## src/rtl/fixed_divider.sv

```systemverilog
// fixed_divider: sequential unsigned Q16.16 restoring divider with start/done handshake.
// One quotient bit per cycle; divide-by-zero short-circuits straight to DONE.
// Optional build macro FIXDIV_ROUND_EN adds a guard bit and rounds half up;
// when it is undefined the quotient is truncated toward zero.
module fixed_divider (
  input  logic        clk,
  input  logic        rst,
  input  logic        start,
  input  logic [15:0] a,
  input  logic [15:0] b,
  input  logic [15:0] c,
  input  logic [15:0] d,
  output logic        busy,
  output logic        done,
  output logic        div0,
  output logic        ovf,
  output logic [31:0] result,
  output logic [15:0] resultE,
  output logic [15:0] resultF
);

`ifdef FIXDIV_ROUND_EN
  localparam int unsigned N_W = 49;
`else
  localparam int unsigned N_W = 48;
`endif
  localparam int unsigned ITERS = N_W;
  localparam int unsigned CNT_W = 6;
  localparam int unsigned D_W   = 32;
  localparam int unsigned R_W   = 33;

  typedef enum logic [1:0] {IDLE, CALC, DONE} state_e;

  state_e             state_q, state_d;
  logic [N_W-1:0]     n_q, n_d;
  logic [N_W-1:0]     q_q, q_d;
  logic [D_W-1:0]     dd_q, dd_d;
  logic [R_W-1:0]     r_q, r_d;
  logic [CNT_W-1:0]   cnt_q, cnt_d;
  logic               busy_q, busy_d;
  logic               done_q, done_d;
  logic               div0_q, div0_d;
  logic               ovf_q, ovf_d;
  logic [31:0]        result_q, result_d;

  logic [R_W:0]       r_shift;
  logic               sub_ok;
  logic [N_W-1:0]     q_step;
  logic               fin_ovf;
  logic [31:0]        fin_res;
`ifdef FIXDIV_ROUND_EN
  logic [48:0]        rnd;
`endif

  // Next-state, datapath step and registered-output computation.
  always_comb begin
    state_d  = state_q;
    n_d      = n_q;
    q_d      = q_q;
    dd_d     = dd_q;
    r_d      = r_q;
    cnt_d    = cnt_q;
    div0_d   = div0_q;
    ovf_d    = ovf_q;
    result_d = result_q;

    // R is always below D, so the 34-bit shifted remainder never loses its top bit.
    r_shift = {r_q, n_q[N_W-1]};
    sub_ok  = (r_shift >= {2'b00, dd_q});
    q_step  = N_W'({q_q, sub_ok});
`ifdef FIXDIV_ROUND_EN
    rnd     = {1'b0, q_step[48:1]} + {48'd0, q_step[0]};
    fin_ovf = |rnd[48:32];
    fin_res = rnd[31:0];
`else
    fin_ovf = |q_step[47:32];
    fin_res = q_step[31:0];
`endif

    case (state_q)
      IDLE: begin
        if (start) begin
          if ({c, d} == 32'h0) begin
            state_d  = DONE;
            div0_d   = 1'b1;
            ovf_d    = 1'b0;
            result_d = 32'hFFFF_FFFF;
          end else begin
            state_d = CALC;
            n_d     = {a, b, {(N_W - 32){1'b0}}};
            dd_d    = {c, d};
            r_d     = '0;
            q_d     = '0;
            cnt_d   = CNT_W'(ITERS);
            div0_d  = 1'b0;
            ovf_d   = 1'b0;
          end
        end
      end
      CALC: begin
        n_d   = N_W'({n_q, 1'b0});
        q_d   = q_step;
        r_d   = sub_ok ? R_W'(r_shift - {2'b00, dd_q}) : R_W'(r_shift);
        cnt_d = cnt_q - CNT_W'(1);
        if (cnt_q == CNT_W'(1)) begin
          state_d  = DONE;
          ovf_d    = fin_ovf;
          result_d = fin_ovf ? 32'hFFFF_FFFF : fin_res;
        end
      end
      DONE: begin
        state_d = IDLE;
      end
      default: begin
        state_d = IDLE;
      end
    endcase

    busy_d = (state_d == CALC);
    done_d = (state_d == DONE);
  end

  // State and datapath registers with synchronous active-high reset.
  always_ff @(posedge clk) begin
    if (rst) begin
      state_q  <= IDLE;
      n_q      <= '0;
      q_q      <= '0;
      dd_q     <= '0;
      r_q      <= '0;
      cnt_q    <= '0;
      busy_q   <= 1'b0;
      done_q   <= 1'b0;
      div0_q   <= 1'b0;
      ovf_q    <= 1'b0;
      result_q <= '0;
    end else begin
      state_q  <= state_d;
      n_q      <= n_d;
      q_q      <= q_d;
      dd_q     <= dd_d;
      r_q      <= r_d;
      cnt_q    <= cnt_d;
      busy_q   <= busy_d;
      done_q   <= done_d;
      div0_q   <= div0_d;
      ovf_q    <= ovf_d;
      result_q <= result_d;
    end
  end

  assign busy    = busy_q;
  assign done    = done_q;
  assign div0    = div0_q;
  assign ovf     = ovf_q;
  assign result  = result_q;
  assign resultE = result_q[31:16];
  assign resultF = result_q[15:0];

endmodule

```

## config.mk

```make
export PLATFORM = sky130hd
export DESIGN_NAME = fixed_divider
export DESIGN_NICKNAME = d
export VERILOG_FILES = /design/src/rtl/fixed_divider.sv
export SDC_FILE = /design/constraint.sdc
export NUM_CORES = 1
export LEC_CHECK = 0
export CAP_MARGIN = 15
export CELL_PAD_IN_SITES_DETAIL_PLACEMENT = 1
export CELL_PAD_IN_SITES_GLOBAL_PLACEMENT = 1
export CORE_ASPECT_RATIO = 0.9
export CORE_MARGIN = 5
export CORE_UTILIZATION = 36
export DETAILED_ROUTE_END_ITERATION = 10
export PLACE_DENSITY_LB_ADDON = 0.1
export SKIP_LAST_GASP = 1
export SYNTH_ARGS = -nofsm -noshare
export SYNTH_HDL_FRONTEND = slang
export SYNTH_SLANG_ARGS = --single-unit
```

## constraint.sdc

```tcl
create_clock -name clk -period 2.6 [get_ports clk]
set_clock_uncertainty 0.15 [all_clocks]
set_input_delay 0.52 -clock clk [delete_from_list [all_inputs] [get_ports clk]]
set_output_delay 0.52 -clock clk [all_outputs]
set_load 0.05 [all_outputs]
```

==> results.toml, run 1 <==
[logic_synthesis]
synth_ff_type = "dfxtp_1"
synth_edf_count = 0
synth-seq-cells = 188
ys_seq_area_share_pct = 41.4
syn_inst = 1154
yosysWarnings = 0
avgSynthCellArea_um2 = 7.88
ys_types = 53
yosysTopAreaCellShare_pct = 41.4
syn_area_um2 = 9090
synth_fp_nets = 1256
synth_area_leaders = "dfxtp_1 41%, nand2_1 7.5%, nor2_1 6.5%, a21oi_1 5.2%, ha_1 4.7%"
yosysTopAreaCell = "dfxtp_1"
async_flop_share_pct = 0

[setup_path]
crit_chain = "ha_4, nor2b_4, o2111a_1, o211ai_1, a31oi_2, a31o_2, a41oi_2, mux2_4, a211oi_2, o21ai_1"
cp_max_fo = 3
cp_slowest_stage_delay_ns = 0.39
critPathKind = "reg2reg"
end_kind = "flip-flop"
crit_path_start_kind = "flip-flop"
cp.arrival_ns = 3.01
cp.required_ns = 2.78
slowest_stage = "dfxtp_2"

[power]
p_sw_share_pct = 41.7
vdd_ir_drop_max_uv = 503
p_clk_share_pct = 17.8
seqPwrFrac_pct = 21.7
powerDensity_nw_per_um2 = 1140
intPower_uw = 9020
p_comb_share_pct = 60.5
total_power_uw = 15500
p_leak_uw = 0.00536
netSwitchingPower_uw = 6460

[sta]
hold_viol = 0
drv_slew = 0
layout_setup_ws_ns = -0.230
max_clock_freq_mhz = 353
period_minus_slack_ns = 2.83
maxSlewHeadroom_pct = 54.3
min_period_over_period_pct = 109
worst_pin_slew_ns = 0.683
setup_viol = 32
rsz0062_at_grt = "true"

[finish]
finalNonFillerCells = 1741
multiInputGateArea_um2 = 5520
nNetsFinal = 1488
final_area_um2 = 13600
seq_area_um2 = 3800
drive_gt1_share_pct = 28.0
nFillCells = 2951
num_antenna_cells = 0
area_growth_pct = 49.2
fin_util_pct = 54.2

[die]
die_h_um = 161
core_um2 = 25000
die_width_um = 178
die_area_um2 = 28500
start_util_pct = 36.3
std_cell_rows = 55
io_pins = 135

[routing]
avgViaCountPerCell = 5.25
first_pass_iters = 4
drc = 0
first_iter_violations = 403
ant_nets = 0
num_vias = 9140
wl_um = 32300
wire_per_inst_um = 18.6

[min_path]
hold_class = "in2reg"

[clocking]
root_buffer = "clkbuf_16"
clk_pin_slew_ns = 0.09
cts_hold_buf = 0
cts_buffers = 17
clock_latency_ns = 0.45
clock_path_buffers = 2
clkSinkCount = 188
cts_htree_levels = 4
cts_tree = "done"

[grt]
grt_busiest_layer = "met2"
grt_use_met2_pct = 36.4
grt_overflow = 0
grtUsageMet1_pct = 27.7
use_met3_pct = 3.93
grt_max_degree = 128
antenna_found_initial = 0
grt_pass1_wl_um = 50000
grt_usage_pct = 21.3
grt_pass1_vias = 9769

[place]
placed_area_um2 = 11800
dp_slack_ns = -0.387
gp_congestion = 0.857
dp_cells = 1681
port-buffer-count = 134
hpwl_um = 20700

[status]
violations = "setup timing"
status = "complete, but fails checks"

[flow_run]
max-cap-violations = 0
[worst paths after layout]
kind	start	endpoint	slack [ns]	cells after the start
hold / removal	rst	dd_q[28]	0.23	2
setup reg to reg	r_q[0]	r_q[29]	-0.23	10
hold reg to reg	dd_q[4]	dd_q[4]	0.31	2
setup / recovery	r_q[0]	r_q[29]	-0.23	10
[flip-flops by register name, indices dropped and copies added (netlist names)]
| name | flops |
|---|---|
| cnt_q | 6 |
| done | 1 |
| n_q | 32 |
| ovf | 1 |
| busy | 1 |
| state_q | 2 |
| div0 | 1 |
| result | 32 |
| r_q | 33 |
| q_q | 47 |
| dd_q | 32 |
[routing by layer]
metal,part of all wire (%),vias up
li1,-,4463
met1,46,4507
met2,50,139
met3,3.1,31
met4,1.2,0
met5,0,-
[critical path, delay by kind of cell, from the launching register on]
| kind | cells | cell delay (ns) |
|---|---|---|
| AO/OA/AOI/OAI | 7 | 1.50 |
| flip-flops | 1 | 0.39 |
| multiplexers | 1 | 0.32 |
| adder cells (fa/ha/maj) | 1 | 0.23 |
| AND/OR/NAND/NOR | 1 | 0.13 |
[cells by family after synthesis]
| kind of cell | share of synthesized area [%] |
|---|---|
| simple gates | 19.1 |
| compound gates | 22.7 |
| xor+xnor | 2.89 |
| fa+ha+maj | 4.90 |
| buf+inv | 7.97 |
| flops | 41.4 |
| mux | 1.00 |
[timing repair]
item,4_1_cts,5_1_grt
gates resized for setup,102,130
cloned,2,2
pin swaps,38,61
endpoints found under the hold margin,0,0
setup buffers,17,15
setup endpoints to repair,40,120
[power groups by stage]
stage	clock (uW)	sequential, uW	combinational (uW)
final	2750	3360	9370
after global routing	2930	3400	9870
after CTS	2800	3350	7770
after detailed placement	0	3380	6280
after global placement	0	3370	6150
after floorplan	0	3490	3780
[Yosys cell counts (33+ instances only)]
library cell	n
dfxtp_1	188
nand2_1	181
nor2_1	158
a21oi_1	95
clkbuf_1	69
o21ai_0	51
a22oi_1	48
inv_1	45
ha_1	34
a311oi_1	33
buf_4	33
o22ai_1	33
[area by class of cell]
| class | count | area share, % |
|---|---|---|
| Multi-Input combinational cell | 809 | 40.7 |
| Sequential cell | 188 | 28.0 |
| Timing Repair Buffer | 325 | 22.3 |
| Clock buffer | 18 | 3.24 |
| Tap cell | 342 | 3.15 |
| Clock inverter | 14 | 1.36 |
| Inverter | 45 | 1.25 |
[cell usage in the layout (no fill, tap or decap), drive strengths merged, types with 3 or more instances in the layout]
master / instances
inv: 52
nor3: 15
dfxtp: 188
o31ai: 3
xnor2: 14
clkbuf: 19
a31o: 3
mux2i: 8
o22ai: 33
clkdlybuf4s50: 133
nand4: 8
o21ai: 52
nor2: 158
clkinv: 6
a31oi: 7
nor2b: 7
nor4: 16
xor2: 16
o21bai: 4
buf: 191
a21o: 15
nand3: 10
a41oi: 3
nand2: 181
o21a: 3
a32oi: 3
a311oi: 33
a211oi: 5
a22oi: 48
nand2b: 7
and3: 3
a21oi: 96
ha: 34
o211ai: 3
[stage by stage]
| step | TNS (ns) | hold WS [ns] |
|---|---|---|
| 2_1_floorplan | -0.0320 | 0.286 |
| 3_3_place_gp | -52.55 | 0.293 |
| 3_5_place_dp | -53.00 | 0.299 |
| 4_1_cts | -2.22 | 0.217 |
| 5_1_grt | -5.71 | 0.228 |
| 6_report | -2.57 | 0.227 |
Note: power is estimated with default switching activity, not from simulation.
==> run 2: changes to the inputs <==
Settings changed: PLACE_DENSITY_LB_ADDON 0.1 to 0.05.
==> run 2 against run 1 <==
Effect of this change: global-route usage down 0.33 points; non-clock buffer count up 30; the run still ends with setup timing left; register-to-register slack worse by 0.02 ns.
==> results.toml, run 2 (synthesis results as in run 1) <==
[sta]
period_minus_slack_ns = 2.85
min_period_over_period_pct = 110
worst_pin_slew_ns = 0.698
hold_viol = 0
max_clock_freq_mhz = 351
drv_slew = 0
maxSlewHeadroom_pct = 53.3
rsz0062_at_grt = "true"
layout_setup_ws_ns = -0.252
setup_viol = 35

[flow_run]
max-cap-violations = 0

[power]
vdd_ir_drop_max_uv = 641
powerDensity_nw_per_um2 = 1140
p_leak_uw = 0.00549
total_power_uw = 15700

[routing]
ant_nets = 0
avgViaCountPerCell = 5.14
first_iter_violations = 406
wl_um = 30500
first_pass_iters = 5
drc = 0
wire_per_inst_um = 17.2
num_vias = 9095

[setup_path]
cp.required_ns = 2.76
rrSetupSlack_ns = -0.25
worstRegToRegCells = 15
crit_path_start_kind = "flip-flop"
end_kind = "flip-flop"
critPathKind = "reg2reg"
regToRegStartpoint = "n_q[47]"
cp_max_fo = 2
rr_endpoint = "r_q[32]"
cp.arrival_ns = 3.01

[die]
core_um2 = 25000
die_area_um2 = 28500
std_cell_rows = 55
die_width_um = 178
io_pins = 135
start_util_pct = 36.3
die_h_um = 161

[clocking]
clock_latency_ns = 0.44
clk_pin_slew_ns = 0.08
clkSinkCount = 188
cts_htree_levels = 4
cts_buffers = 17
clock_path_buffers = 2
root_buffer = "clkbuf_16"
cts_tree = "done"

[place]
port-buffer-count = 134
gp_congestion = 0.841
dp_cells = 1707
dp_slack_ns = -0.473
hpwl_um = 20300

[grt]
grt_usage_pct = 21.0
antenna_found_initial = 0
grt_max_degree = 80
grt_overflow = 0
grt_pass1_wl_um = 49100
grt_pass1_vias = 9597

[finish]
largest_reg_flops = 47
area_growth_pct = 51.3
final_common_cell = "buf_4"
top_regs = "q_q x47, r_q x33"
finalNonFillerCells = 1771
nNetsFinal = 1518
num_antenna_cells = 0
mostFrequentLayoutCells = "193 x buf_4, 178 x nand2_1, 171 x dfxtp_1, 142 x nor2_1, 133 x clkdlybuf4s50_1"
drive_gt1_share_pct = 28.3
regMostFlops = "q_q"

[min_path]
min-delay-start = "dd_q[4]"
hold_depth = 2
hold_class = "reg2reg"
whs_endpoint = "dd_q[4]"

[status]
violations = "setup timing"
status = "complete, but fails checks"
==> run 2: cell types whose count changed in the layout (fill, tap and decap cells not counted), moves of 11 or more <==
cell | before | now
buf_4 | 164 | 193
o21ai_0 | 13 | 28
dfxtp_2 | 29 | 17
dfxtp_1 | 159 | 171
o21ai_1 | 32 | 21
==> run 2: final cells by class <==
| cell class | count | area, um2 |
|---|---|---|
| multi-input combinational | 809 | 5500 |
| timing repair buffer | 355 | 3270 |
| inverter | 45 | 169 |
| clock inverter | 15 | 178 |
| fill | 2908 | 11300 |
| tap | 342 | 428 |
| clock buffer | 17 | 425 |
| sequential | 188 | 3780 |
==> run 2: repair_timing <==
item,4_1_cts,5_1_grt
hold buffers,0,0
gates resized for setup,127,74
endpoints found under the setup margin,38,51
pin swaps,40,37
cloned,2,1
setup buffers,21,11
==> run 2: worst max-delay path by stage <==
stage,from,endpoint,slack [ns],cells past startpoint
after global routing,n_q[47],r_q[24],-0.40,15
after global placement,d[11],q_q[40],-0.45,9
after floorplan,dd_q[25],r_q[29],-0.03,12
after CTS,n_q[47],r_q[29],-0.17,14
final,n_q[47],r_q[32],-0.25,15
after detailed placement,dd_q[0],r_q[8],-0.47,13
==> run 2: metal layers <==
layer | vias to the layer above | track usage [%] | share of wire [%] | routed length (um)
met1 | 4445 | 27.1 | 46 | 14100
met3 | 21 | 4.21 | 2.8 | 847
li1 | 4519 | - | - | -
met4 | 0 | 4.50 | 1.2 | 354
met5 | - | 0 | 0 | 0
met2 | 110 | 36.3 | 50 | 15300
==> run 2: worst max-delay path: stages (launching register included) <==
cell and delay, ns:
dfxtp_2 0.34, inv_2 0.07, ha_4 0.14, fa_2 0.21, nand2b_4 0.14, a21oi_4 0.05, buf_4 0.14, o31ai_4 0.15
buf_4 0.15, nand4_1 0.10, a31o_2 0.27, a311oi_4 0.32, buf_4 0.20, o21ai_4 0.05, mux2i_1 0.17, o21ai_1 0.07
==> run 2: power by group <==
part,internal [uW],switching (uW),total (uW)
Clock,1380,1310,2690
Combinational,4930,4750,9680
Sequential,3140,204,3340
==> run 2: per-stage QoR <==
step           hold WS [ns]  setup TNS, ns  util (%)  instance area (um2)
2_1_floorplan         0.286        -0.0320         -                 9170
3_5_place_dp          0.298         -69.79      47.6                11900
5_1_grt               0.331          -9.74      54.9                13800
6_report              0.309          -5.27      54.9                13800
3_3_place_gp          0.296         -69.48      47.6                11900
4_1_cts               0.310          -3.52      53.6                13400
